`src/rtl/memory_ctl.sv`:
```
// MEM stage of a 5-stage RV32 pipeline: EX/MEM register, data-memory request FSM with wait
// states, byte-lane steering, load extraction and the MEM/WB writeback register.
module memory_ctl (
    input  logic        clk,
    input  logic        rst,
    input  logic        flush,
    input  logic [31:0] alu_result,
    input  logic [31:0] data_b_exe,
    input  logic [31:0] pc_exe,
    input  logic [31:0] instr_exe,
    output logic        dmem_req,
    output logic        dmem_we,
    output logic [31:0] dmem_addr,
    output logic [31:0] dmem_wdata,
    output logic [3:0]  dmem_be,
    input  logic [31:0] dmem_rdata,
    input  logic        dmem_ack,
    output logic        mem_stall,
    output logic        wb_we,
    output logic [4:0]  wb_rd,
    output logic [31:0] wb_data,
    output logic        misalign_exc
);

    localparam logic [6:0] OpLoad   = 7'b0000011;
    localparam logic [6:0] OpStore  = 7'b0100011;
    localparam logic [6:0] OpLui    = 7'b0110111;
    localparam logic [6:0] OpAuipc  = 7'b0010111;
    localparam logic [6:0] OpJal    = 7'b1101111;
    localparam logic [6:0] OpJalr   = 7'b1100111;
    localparam logic [6:0] OpOpImm  = 7'b0010011;
    localparam logic [6:0] OpOp     = 7'b0110011;

    typedef enum logic {StIdle, StAccess} state_t;

    state_t state_q, state_d;

    function automatic logic load_f3_ok(input logic [2:0] f3);
        return (f3 == 3'b000) || (f3 == 3'b001) || (f3 == 3'b010) ||
               (f3 == 3'b100) || (f3 == 3'b101);
    endfunction

    function automatic logic store_f3_ok(input logic [2:0] f3);
        return (f3 == 3'b000) || (f3 == 3'b001) || (f3 == 3'b010);
    endfunction

    // f3[1:0] encodes access size for both loads and stores (00 byte, 01 half, 10 word).
    function automatic logic is_misaligned(input logic [2:0] f3, input logic [1:0] a);
        return ((f3[1:0] == 2'b01) && a[0]) || ((f3[1:0] == 2'b10) && (a != 2'b00));
    endfunction

    // EX-side decode, used to launch the request at the capture edge
    logic [6:0] ex_opcode;
    logic [2:0] ex_f3;
    logic       ex_load, ex_store, ex_mis, start_access;
    logic [1:0] ex_a;
    logic [3:0] ex_be;
    logic [31:0] ex_wdata;

    assign ex_opcode    = instr_exe[6:0];
    assign ex_f3        = instr_exe[14:12];
    assign ex_a         = alu_result[1:0];
    assign ex_load      = (ex_opcode == OpLoad) && load_f3_ok(ex_f3);
    assign ex_store     = (ex_opcode == OpStore) && store_f3_ok(ex_f3);
    assign ex_mis       = is_misaligned(ex_f3, ex_a);
    assign start_access = ~mem_stall & ~flush & (ex_load | ex_store) & ~ex_mis;

    always_comb begin
        ex_be    = 4'b1111;
        ex_wdata = data_b_exe;
        case (ex_f3[1:0])
            2'b00: begin
                ex_be    = 4'b0001 << ex_a;
                ex_wdata = {4{data_b_exe[7:0]}};
            end
            2'b01: begin
                ex_be    = 4'b0011 << ex_a;
                ex_wdata = {2{data_b_exe[15:0]}};
            end
            default: begin
                ex_be    = 4'b1111;
                ex_wdata = data_b_exe;
            end
        endcase
    end

    assign mem_stall = (state_q == StAccess) & ~dmem_ack;
    assign dmem_req  = (state_q == StAccess);

    always_comb begin
        state_d = state_q;
        if (start_access) begin
            state_d = StAccess;
        end else if ((state_q == StAccess) && dmem_ack) begin
            state_d = StIdle;
        end
    end

    always_ff @(posedge clk or posedge rst) begin
        if (rst) begin
            state_q <= StIdle;
        end else begin
            state_q <= state_d;
        end
    end

    // Request fields are held until the ack edge; a back-to-back op reloads them on that edge.
    always_ff @(posedge clk or posedge rst) begin
        if (rst) begin
            dmem_addr  <= 32'd0;
            dmem_we    <= 1'b0;
            dmem_be    <= 4'd0;
            dmem_wdata <= 32'd0;
        end else if (start_access) begin
            dmem_addr  <= {alu_result[31:2], 2'b00};
            dmem_we    <= ex_store;
            dmem_be    <= ex_be;
            dmem_wdata <= ex_wdata;
        end else if ((state_q == StAccess) && dmem_ack) begin
            dmem_we <= 1'b0;
            dmem_be <= 4'd0;
        end
    end

    // EX/MEM stage register
    logic        m_valid;
    logic [31:0] m_instr, m_alu, m_b, m_pc;

    always_ff @(posedge clk or posedge rst) begin
        if (rst) begin
            m_valid <= 1'b0;
            m_instr <= 32'd0;
            m_alu   <= 32'd0;
            m_b     <= 32'd0;
            m_pc    <= 32'd0;
        end else if (!mem_stall) begin
            m_valid <= ~flush;
            m_instr <= instr_exe;
            m_alu   <= alu_result;
            m_b     <= data_b_exe;
            m_pc    <= pc_exe;
        end
    end

    logic unused_m;
    assign unused_m = ^{m_instr[31:15], m_b};

    // MEM-side decode and retirement
    logic [6:0]  m_opcode;
    logic [2:0]  m_f3;
    logic [4:0]  m_rd;
    logic        m_load, m_store, m_mis, retire, rd_writer, wb_we_d;
    logic [31:0] lane, load_data, wb_data_d;

    assign m_opcode = m_instr[6:0];
    assign m_f3     = m_instr[14:12];
    assign m_rd     = m_instr[11:7];
    assign m_load   = (m_opcode == OpLoad) && load_f3_ok(m_f3);
    assign m_store  = (m_opcode == OpStore) && store_f3_ok(m_f3);
    assign m_mis    = (m_load | m_store) & is_misaligned(m_f3, m_alu[1:0]);
    assign retire   = m_valid & ~mem_stall;

    assign lane = dmem_rdata >> {m_alu[1:0], 3'b000};

    always_comb begin
        load_data = lane;
        case (m_f3)
            3'b000:  load_data = {{24{lane[7]}}, lane[7:0]};
            3'b001:  load_data = {{16{lane[15]}}, lane[15:0]};
            3'b100:  load_data = {24'd0, lane[7:0]};
            3'b101:  load_data = {16'd0, lane[15:0]};
            default: load_data = lane;
        endcase
    end

    assign rd_writer = (m_opcode == OpLui) || (m_opcode == OpAuipc) || (m_opcode == OpJal) ||
                       (m_opcode == OpJalr) || (m_opcode == OpOpImm) || (m_opcode == OpOp) ||
                       (m_load && !m_mis);
    assign wb_we_d   = retire & rd_writer & (m_rd != 5'd0);

    always_comb begin
        wb_data_d = m_alu;
        if (m_load) begin
            wb_data_d = load_data;
        end else if ((m_opcode == OpJal) || (m_opcode == OpJalr)) begin
            wb_data_d = m_pc + 32'd4;
        end
    end

    always_ff @(posedge clk or posedge rst) begin
        if (rst) begin
            wb_we        <= 1'b0;
            wb_rd        <= 5'd0;
            wb_data      <= 32'd0;
            misalign_exc <= 1'b0;
        end else begin
            wb_we        <= wb_we_d;
            misalign_exc <= retire & m_mis;
            if (retire) begin
                wb_rd   <= m_rd;
                wb_data <= wb_data_d;
            end
        end
    end

endmodule
```
`config.mk`:
```
export PLATFORM = sky130hd
export DESIGN_NAME = memory_ctl
export DESIGN_NICKNAME = d
export VERILOG_FILES = /design/src/rtl/memory_ctl.sv
export SDC_FILE = /design/constraint.sdc
export NUM_CORES = 1
export LEC_CHECK = 0
export ABC_AREA = 0
export CELL_PAD_IN_SITES_DETAIL_PLACEMENT = 1
export CELL_PAD_IN_SITES_GLOBAL_PLACEMENT = 2
export CORE_MARGIN = 5
export CORE_UTILIZATION = 30
export CTS_CLUSTER_DIAMETER = 150
export CTS_CLUSTER_SIZE = 24
export DETAILED_ROUTE_END_ITERATION = 10
export HOLD_SLACK_MARGIN = 0.06
export PLACE_DENSITY_LB_ADDON = 0.05
export SLEW_MARGIN = 40
export SYNTH_ARGS = -nofsm -noshare
export SYNTH_HDL_FRONTEND = slang
export SYNTH_SLANG_ARGS = --single-unit
```
`constraint.sdc`:
```
create_clock -name clk -period 10.4 [get_ports clk]
set_input_delay 1.04 -clock clk [delete_from_list [all_inputs] [get_ports clk]]
set_output_delay 1.04 -clock clk [all_outputs]
set_load 0.01 [all_outputs]
```
After elaboration in Yosys (flattened, before gate mapping)

Index checks and enable logic that the tools add are counted.

Bits in writable memories: 0
Register bits after elaboration: 187
Input bits: 164
Bits in latches: 0
Memories kept: 0
Memory bits (read-only): 0

Order comparisons: 0
Add/subtract/negate cells: 1
Shifts and indexed selects: 3
Reductions and logical operators: 35
Multipliers: 0
Div/mod/pow operators: 0
Eq/ne operators: 22
Bitwise operators: 15
Mux-type cells: 10

Operator list:

| operator                                             | count |
|---|---|
| case mux 32 bit (4 select lines)                     | 1 |
| two-way mux 32 bit                                   | 2 |
| case mux 32 bit (2 select lines)                     | 1 |
| adder 32 x 3 -> 32 bit (second input constant)       | 1 |
| right shift 32 x 5 -> 32 bit                         | 1 |
| equality test 7 x 6 -> 1 bit (second input constant) | 4 |
| logical OR 1 bit                                     | 17 |
| equality test 7 x 2 -> 1 bit (second input constant) | 2 |
| equality test 7 x 5 -> 1 bit (second input constant) | 2 |
| equality test 7 bit (second input constant)          | 2 |
| equality test 3 bit (second input constant)          | 4 |
| logical AND 1 bit                                    | 10 |
| AND 1 bit                                            | 9 |
| two-way mux 4 bit                                    | 2 |
| case mux 4 bit (2 select lines)                      | 1 |
| equality test 3 x 1 -> 1 bit (second input constant) | 2 |
| equality test 3 x 2 -> 1 bit (second input constant) | 2 |
| zero test 3 bit                                      | 2 |
| nonzero test 2 bit                                   | 3 |
| nonzero test 5 bit                                   | 1 |
| equality test 2 x 1 -> 1 bit (second input constant) | 2 |
| equality test 2 bit (second input constant)          | 2 |
| NOT 1 bit                                            | 4 |
| << shifter 1 x 2 -> 4 bit (first input constant)     | 1 |
| other kinds (5)                                      | 8 |

Depth between registers and ports, before layout

Gate-level depths: netlist of run 1.

Word-level depth: 13
Gate-level depth with buffers: 8
Gate-level depth less buffers: 6

Worst setup path before layout of run 1

OpenSTA, ideal clock, no wires.

Path type: input-to-reg
From: input port instr_exe[13]
To: register dmem_addr[10]
Arrival: 2,675 ps
Required time: 10,275 ps
Setup time: 125 ps
Stages: 7
Path buffers: 3
Path slack: 7,601 ps
Cell sequence: clkbuf_1 > and3b_1 > nor4b_1 > nand3_1 > clkbuf_1 > clkbuf_1 > mux2_2

Word-level cells in the longest chain between the ends: 9

Ends and longest elaborated chain:

| what                                                                   | line   | text |
|---|---|---|
| start: declaration                                                     | 10     | `input logic [31:0] instr_exe,` |
| equality test 3 x 1 -> 1 bit / zero test 3 bit (equally long branches) | 39, 44 |  |
| logical OR 1 bit (2 in a row)                                          | 39, 44 |  |
| logical OR 1 bit                                                       | 39     | `return (f3 == 3'b000) \|\| (f3 == 3'b001) \|\| (f3 == 3'b010) \|\|` |
| logical OR 1 bit                                                       | 40     | `(f3 == 3'b100) \|\| (f3 == 3'b101);` |
| logical AND 1 bit                                                      | 63     | `assign ex_load = (ex_opcode == OpLoad) && load_f3_ok(ex_f3);` |
| bitwise OR 1 bit                                                       | 66     | `assign start_access = ~mem_stall & ~flush & (ex_load \| ex_store) & ~ex_mis;` |
| AND 1 bit                                                              | 66     |  |
| AND 1 bit (*)                                                          | 66     |  |
| end signal: assignment                                                 | 115    | `dmem_addr <= {alu_result[31:2], 2'b00};` |
| end: declaration                                                       | 13     | `output logic [31:0] dmem_addr,` |

Mark *: on every way between the ends. The rest lies on a longest branch, timed or not.
A chain may end at the register's enable or synchronous reset.

Final worst setup path of run 1

From: input port dmem_ack
To: output port mem_stall

Word-level cells in the longest chain between the ends: 2

Ends and longest elaborated chain:

| what               | line | text |
|---|---|---|
| start: declaration | 17   | `input logic dmem_ack,` |
| NOT 1 bit          | 87   | `assign mem_stall = (state_q == StAccess) & ~dmem_ack;` |
| AND 1 bit          | 87   |  |
| end: declaration   | 18   | `output logic mem_stall,` |

Every way passes these cells.

==> results of run 1 <==
==> state kept, by name, indices dropped and copies added, names as in the netlist, 4 cells and up <==
name        flops
wb_data        32
dmem_addr      30
wb_rd           5
dmem_be         4
dmem_wdata     32
m_instr        15
m_alu          32
m_pc           32
==> Yosys cell counts, types with 6 or more instances <==
| master | number |
|---|---|
| a211o_1 | 8 |
| a211oi_1 | 18 |
| a21oi_1 | 39 |
| a221o_1 | 8 |
| a31oi_1 | 6 |
| and3_1 | 6 |
| buf_1 | 6 |
| clkbuf_1 | 50 |
| dfrtp_1 | 187 |
| mux2_2 | 45 |
| mux2i_1 | 45 |
| nand2_1 | 305 |
| nand3_1 | 15 |
| nand4_1 | 16 |
| nor2_1 | 53 |
| nor2b_1 | 8 |
| nor3_1 | 8 |
| o211ai_1 | 10 |
| o21ai_0 | 57 |
| o31ai_1 | 6 |
| xnor2_1 | 10 |
| xor2_1 | 9 |
==> stage by stage <==
step,power [W],cells
floorplan,0.000940,992
global placement,0.00111,1589
detailed placement,0.00112,1589
CTS,0.00184,1621
global route,0.00190,1621
finish,0.00181,1621
==> final cells by class <==
type / count / area [µm²] / area share
clock inverters: 12 / 158 / 0.0124
well taps: 396 / 495 / 0.0389
inverters: 5 / 31.3 / 0.00246
multi-input cells: 736 / 4270 / 0.335
flip-flops and latches: 187 / 4680 / 0.367
repair buffers: 265 / 2640 / 0.207
clock buffers: 20 / 467 / 0.0366
==> worst paths after layout <==
check / endpoint / slack, ns / depth (start not counted)
setup reg to reg: wb_data[30] / 7.73 / 6
max in group asynchronous: wb_data[24] / 8.14 / 3
min in group asynchronous: wb_rd[3] / 1.12 / 2
setup / recovery: mem_stall / 6.49 / 5
hold reg to reg: m_alu[23] / 0.47 / 2
hold / removal: m_alu[23] / 0.47 / 2
==> cells by family after synthesis <==
kind of cell,share of synthesized area
DFF,0.507
adders and majority gates,0.00136
xor gates and xnor gates,0.0180
muxes,0.104
buffers and inverters,0.0348
and+or+nand+nor,0.212
other,0.000406
AOI/OAI and AO/OA,0.123
==> report_power, final <==
part	internal, W	switching [W]	total, W
sequential	0.000774	0.0000352	0.000810
clock	0.000402	0.000315	0.000716
combinational	0.000156	0.000131	0.000287
total	0.00133	0.000481	0.00181
==> critical path, stage by stage <==
cell and delay [ns]:
clkdlybuf4s50_1 0.42, nand2b_4 0.16, inv_2 0.06, buf_6 0.49
clkdlybuf4s50_1 0.66
==> layer usage <==
metal / vias to the layer above / global-route usage
met4: 2 / 0.0370
met1: 4015 / 0.260
met3: 17 / 0.0534
li1: 3856 / -
met2: 189 / 0.299
met5: - / 0
==> results.yml, run 1 <==
placement:
  place_area_um2: 12100
  gp_congestion: 0.748
  dp_slack_ns: 6.06
  dp_hpwl_um: 23100
  port-buffer-count: 254
worst_setup_path:
  startpoint: "dmem_ack"
  end_kind: "output pin"
  critPathLaunchType: "input port"
  arrival_ns: 2.87
  crit_type: "input port to output pin"
  path_max_fanout: 81
  r2r_start: "m_pc[2]"
  cp_data_required_time_ns: 9.36
floorplanning:
  die_x_um: 185
  start_util: 0.303
  core_um2: 30500
  num_rows: 64
  boundaryPins: 274
  die_y_um: 185
  fp.dieArea_um2: 34400
final_layout:
  layout_common_cells: "305 x nand2_1, 254 x clkdlybuf4s50_1, 187 x dfrtp_1"
  drive_gt1_frac: 0.0873
  final_core_utilization: 0.417
  nNetsFinal: 1377
  final_area_um2: 12700
  area_delta_synth_final_pct: 38.0
  fillCellCount: 3500
  diodes: 0
  final_common_cell: "nand2_1"
yosys:
  synth_ff_type: "dfrtp_1"
  synth_seq_cells: 187
  yosys.area.top_type: "dfrtp_1"
  synth_top_area_frac: 0.507
  syn_avg_cell_area_um2: 9.31
  syn_area_um2: 9230
  ys_warn_count: 0
  yosysUniqueCellTypes: 59
  synth_enable_flop_cells: 0
  seq_area_frac_synth: 0.507
  syn_inst: 991
  ys_top_cells_by_area: "dfrtp_1 51%, nand2_1 12%, mux2_2 5.5%"
  synthArstFlopShare: 1.00
pwr:
  ir_drop_mv: 0.110
  power.density_nw_per_um2: 142
  leakagePower_nw: 5.66
sta:
  maxSlewHeadroom: 0.495
  fin_crit_sh: 0.376
  finalHoldViolCount: 0
  clock_skew_ns: 0.0192
  setup_viol: 0
  drv_slew: 0
  rsz0062_at_grt: "no"
  whs_ns: 0.469
  finalCriticalPeriod_ns: 3.91
  finalWorstSetupSlack_ns: 6.49
  tightest_slew_ns: 0.752
  tns_ns: 0
  fmax_mhz: 256
detailed_routing:
  vias: 8079
  drt-met1-wl_um: 14900
  first_pass_iters: 4
  wl_per_cell_um: 20.0
  dr_wl_met3_um: 2240
  drc: 0
  routed_wl_um: 32500
  wl_met2_um: 15000
  drtAntennaViolNets: 0
  first_iter_violations: 412
  vias_per_cell: 4.98
  highest_layer: "met5"
global_routing:
  grt_overflow: 0
  grt_max_degree: 120
  grt_pass1_wl_um: 50200
  first_global_vias: 8477
  antenna_found_initial: 1
  gr-usage-all-layers: 0.189
min_path:
  hold_start: "m_alu[23]"
  hold_class: "flop to flop"
cts:
  cts_buffer_depth: 2
  cts_tree: "built"
  clk_latency_ns: 0.45
  post_cts_buffers: 0
  htree_levels: 4
  cts_num_sinks: 187
  cts_buffers: 17
  ctsHoldBuffers: 0
  path_clk_slew_ns: 0.07
  cts_root_buf: "clkbuf_16"
  cts_resized: 0
run_status:
  status: "complete, no violations"
job:
  drv_cap: 0
(Power assumes the default switching activity.)
==> run 2, diff against run 1 <==
- CORE_UTILIZATION: 30 -> 28
- clock period: 10.4 -> 3.6 ns (I/O delays scaled with it)
==> run 2 against run 1 <==
  * Worst hold slack got worse by 0.27 ns
  * First-iteration DRC count down 27%
  * Count of clock-buffer cells in the layout down 1
  * Sequential share of layout area down 0.76 points
  * Final cell count grew 3.9%
  * Power rose to 2.9 times the previous value
  * Non-clock buffer count is 17 higher
  * Largest power group unchanged
==> results.yml, run 2 (same netlist as run 1, synthesis figures left out) <==
sta:
  setup_viol: 0
  maxSlewHeadroom: 0.477
  tns_ns: 0
  tightest_slew_ns: 0.781
  fmax_mhz: 364
  rsz0062_at_grt: "no"
  fin_crit_sh: 0.764
  finalHoldViolCount: 0
  finalCriticalPeriod_ns: 2.75
  drv_slew: 0
  clock_skew_ns: 0.0107
global_routing:
  first_global_vias: 8757
  grt_pass1_wl_um: 52600
  grt_max_degree: 82
  grt_overflow: 0
  gr-usage-all-layers: 0.186
  antenna_found_initial: 2
final_layout:
  area_delta_synth_final_pct: 40.9
  drive_gt1_frac: 0.101
  layout_common_cells: "305 x nand2_1, 254 x clkdlybuf4s50_1, 187 x dfrtp_1"
  final_common_cell: "nand2_1"
  nNetsFinal: 1394
  diodes: 0
  final_area_um2: 13000
pwr:
  combPwrFrac: 0.161
  p_sw_frac: 0.259
  power.density_nw_per_um2: 406
  leakagePower_nw: 5.76
  clockPowerShare: 0.395
  p_switching_w: 0.00137
  p_int_w: 0.00391
  ir_drop_mv: 0.320
  p_seq_frac: 0.444
detailed_routing:
  first_iter_violations: 301
  first_pass_iters: 5
  drtAntennaViolNets: 0
  routed_wl_um: 33800
  vias_per_cell: 4.84
  drc: 0
  vias: 8148
  wl_per_cell_um: 20.1
floorplanning:
  num_rows: 66
  fp.dieArea_um2: 36700
  die_y_um: 192
  core_um2: 32500
  start_util: 0.284
  boundaryPins: 274
  die_x_um: 192
cts:
  ctsHoldBuffers: 0
  clk_latency_ns: 0.45
  htree_levels: 4
  cts_root_buf: "clkbuf_16"
  post_cts_buffers: 0
  cts_num_sinks: 187
  cts_tree: "built"
  cts_buffer_depth: 2
  cts_resized: 0
  path_clk_slew_ns: 0.08
  cts_buffers: 17
placement:
  gp_congestion: 0.770
  place_area_um2: 12400
  port-buffer-count: 254
  dp_hpwl_um: 25000
worst_setup_path:
  path_max_fanout: 11
  cp_data_required_time_ns: 3.99
  critPathLaunchType: "flop"
  arrival_ns: 3.14
  crit_type: "flop to flop"
  end_kind: "flop"
job:
  drv_cap: 0
min_path:
  hold_class: "input port to asynchronous set/reset pin"
run_status:
  status: "complete, no violations"
## run 2: changes by cell type in the layout (fill, tap and decap cells not counted), sizes merged
cell | previous run | this run
inv | 10 | 6
clkinv | 4 | 5
clkinvlp | 0 | 3
buf | 11 | 28
bufinv | 3 | 4
clkbuf | 20 | 19
## run 2: area by class of cell
cell class,count,area (µm²)
flip-flops and latches,187,4680
inverters,5,22.5
fillers,3734,19500
clock buffers,19,453
repair buffers,282,2850
clock inverters,13,189
multi-input cells,736,4260
well taps,442,553
## run 2: critical path, cell delays in order (launching register included)
cell and delay, ns:
dfrtp_1 0.52, ha_1 0.31, nand4_1 0.30, or4_4 0.59
or4_2 0.64, a31oi_1 0.20, a211o_1 0.14
## run 2: per-stage QoR
step | setup slack [ns] | hold slack (ns) | power [W] | cells | utilization
after floorplan | 0.834 | 0.433 | 0.00272 | 992 | -
after global placement | 0.618 | 0.453 | 0.00323 | 1650 | 0.378
after detailed placement | 0.656 | 0.460 | 0.00325 | 1652 | 0.380
after CTS | 0.817 | 0.183 | 0.00538 | 1684 | 0.400
after global routing | 0.732 | 0.204 | 0.00554 | 1684 | 0.400
final | 0.851 | 0.200 | 0.00528 | 1684 | 0.400
## run 2: per-layer routing
| layer | GRT usage | wire length (µm) | vias to the layer above |
|---|---|---|---|
| met5 | 0 | 31 | - |
| met4 | 0.0409 | 310 | 4 |
| met3 | 0.0593 | 2430 | 18 |
| met2 | 0.296 | 15600 | 180 |
| met1 | 0.250 | 15500 | 4045 |
| li1 | - | - | 3901 |
## run 2: power by group through the flow
stage / logic (W) / registers (W) / clock network [W]
global route: 0.000933 / 0.00237 / 0.00224
detailed placement: 0.000863 / 0.00239 / 0
CTS: 0.000869 / 0.00235 / 0.00216
global placement: 0.000851 / 0.00238 / 0
finish: 0.000850 / 0.00235 / 0.00208
floorplan: 0.000317 / 0.00240 / 0
## run 2: path summary, 6_finish.rpt
kind,start,to,slack [ns],depth (start not counted)
worst max-delay path,m_pc[2],wb_data[30],0.85,6
worst min-delay path,rst,m_alu[3],0.20,2
worst max register to register,m_pc[2],wb_data[30],0.85,6
worst min register to register,m_alu[11],m_alu[11],0.47,2
max in group asynchronous,rst,m_pc[26],2.52,5
min in group clk,pc_exe[9],m_pc[9],0.44,3
==> run 3, diff against run 2 <==
- clock period: 3.6 -> 2.6 ns (I/O delays scaled with it)
==> run 3 against run 2 <==
  * Flip-flop and latch count is the same
  * Die area is the same
  * Worst hold slack gained 0.11 ns
  * Via count shrank 0.11%
  * First-iteration DRC count grew 16%
  * Register-to-register slack lost 0.68 ns
  * Count of clock-buffer cells in the layout grew 3
  * Clock power grew 33%
  * Non-clock buffer count grew 2
  * Setup slack lost 0.68 ns
  * Sequential share of layout area grew 0.15 points
  * Global-route usage shrank 0.42 points
  * Critical endpoint unchanged
  * Largest power group unchanged
==> results.yml, run 3 (same netlist as run 1, synthesis figures left out) <==
global_routing:
  antenna_found_initial: 2
  gr-usage-all-layers: 0.182
  first_global_vias: 8667
  grt_pass1_wl_um: 51600
  grt_overflow: 0
  grt_max_degree: 90
pwr:
  power.density_nw_per_um2: 554
  ir_drop_mv: 0.441
  leakagePower_nw: 5.74
cts:
  cts_num_sinks: 187
  post_cts_buffers: 0
  htree_levels: 4
  cts_buffers: 17
  path_clk_slew_ns: 0.07
  cts_buffer_depth: 2
  cts_tree: "built"
  cts_resized: 0
  cts_root_buf: "clkbuf_16"
  clk_latency_ns: 0.44
  ctsHoldBuffers: 0
worst_setup_path:
  critPathLaunchType: "flop"
  cp_cell_sequence: "ha_1 -> nand4_1 -> or4_4 -> or4_2 -> a31oi_1 -> a211o_1"
  arrival_ns: 2.81
  end_kind: "flop"
  path_max_fanout: 11
  slowest_stage: "or4_2"
  cp_data_required_time_ns: 2.98
  crit_type: "flop to flop"
  r2r_setup_slack_ns: 0.17
  max_stage_delay_ns: 0.64
final_layout:
  drive_gt1_frac: 0.0997
  final_common_cell: "nand2_1"
  nNetsFinal: 1396
  layout_common_cells: "305 x nand2_1, 254 x clkdlybuf4s50_1, 187 x dfrtp_1"
  final_area_um2: 13000
  fillCellCount: 3714
  area_delta_synth_final_pct: 40.3
  final_core_utilization: 0.398
floorplanning:
  boundaryPins: 274
  num_rows: 66
  fp.dieArea_um2: 36700
  core_um2: 32500
  die_y_um: 192
  start_util: 0.284
  die_x_um: 192
detailed_routing:
  vias_per_cell: 4.82
  drtAntennaViolNets: 0
  routed_wl_um: 33300
  drc: 0
  wl_per_cell_um: 19.7
  first_iter_violations: 350
  vias: 8139
  first_pass_iters: 4
sta:
  maxSlewHeadroom: 0.448
  tightest_slew_ns: 0.825
  finalCriticalPeriod_ns: 2.43
  finalWorstSetupSlack_ns: 0.168
  clock_skew_ns: 0.00907
  fin_crit_sh: 0.935
  drv_slew: 0
  setup_viol: 0
  fmax_mhz: 411
  finalHoldViolCount: 0
  rsz0062_at_grt: "no"
placement:
  place_area_um2: 12300
  gp_congestion: 0.790
  dp_slack_ns: 0.169
  dp_hpwl_um: 24700
  port-buffer-count: 254
job:
  drv_cap: 0
min_path:
  hold_class: "input port to asynchronous set/reset pin"
run_status:
  status: "complete, no violations"
[run 3: where the power goes]
| part | total [W] | internal, W | switching [W] | leakage, nW |
|---|---|---|---|---|
| Clock | 0.00277 | 0.00159 | 0.00117 | 0.300 |
| Combinational | 0.00117 | 0.000641 | 0.000533 | 3.10 |
| Sequential | 0.00324 | 0.00310 | 0.000140 | 2.34 |
[run 3: layer usage]
metal,GRT usage,vias up,part of all wire
li1,-,3901,-
met5,0,-,0.00042
met3,0.0601,29,0.071
met1,0.242,4008,0.46
met4,0.0459,2,0.014
met2,0.287,199,0.45
[run 3: path summary, 6_finish.rpt]
kind	start	end	cells past startpoint
worst max-delay path	m_pc[3]	wb_data[30]	6
worst min-delay path	rst	m_alu[6]	3
worst max register to register	m_pc[3]	wb_data[30]	6
worst min register to register	m_alu[25]	m_alu[25]	2
max in group asynchronous	rst	dmem_be[2]	3
min in group clk	pc_exe[25]	m_pc[25]	3
[run 3: layout make-up]
class                   count  area, µm²  area share
well taps                 442        553      0.0427
clock inverters            10        139      0.0107
diodes                      1       2.50    0.000193
repair buffers            284       2820       0.218
flip-flops and latches    187       4680       0.361
inverters                   5       22.5     0.00174
clock buffers              22        474      0.0366
multi-input cells         736       4260       0.329
[run 3: through the flow]
| step | hold slack (ns) | total power [W] | std cells | TNS [ns] |
|---|---|---|---|---|
| CTS | 0.286 | 0.00730 | 1686 | 0 |
| global placement | 0.452 | 0.00448 | 1654 | 0 |
| finish | 0.310 | 0.00718 | 1687 | 0 |
| global route | 0.311 | 0.00754 | 1687 | 0 |
| floorplan | 0.372 | 0.00376 | 992 | -12.44 |
| detailed placement | 0.457 | 0.00449 | 1654 | 0 |
[run 3: critical path, delay by kind of cell, from the launching register on]
| family | cells | cell delay (ns) |
|---|---|---|
| AND/OR/NAND/NOR | 3 | 1.38 |
| flip-flops | 1 | 0.41 |
| AO/OA/AOI/OAI | 2 | 0.34 |
| adder cells (fa/ha/maj) | 1 | 0.25 |
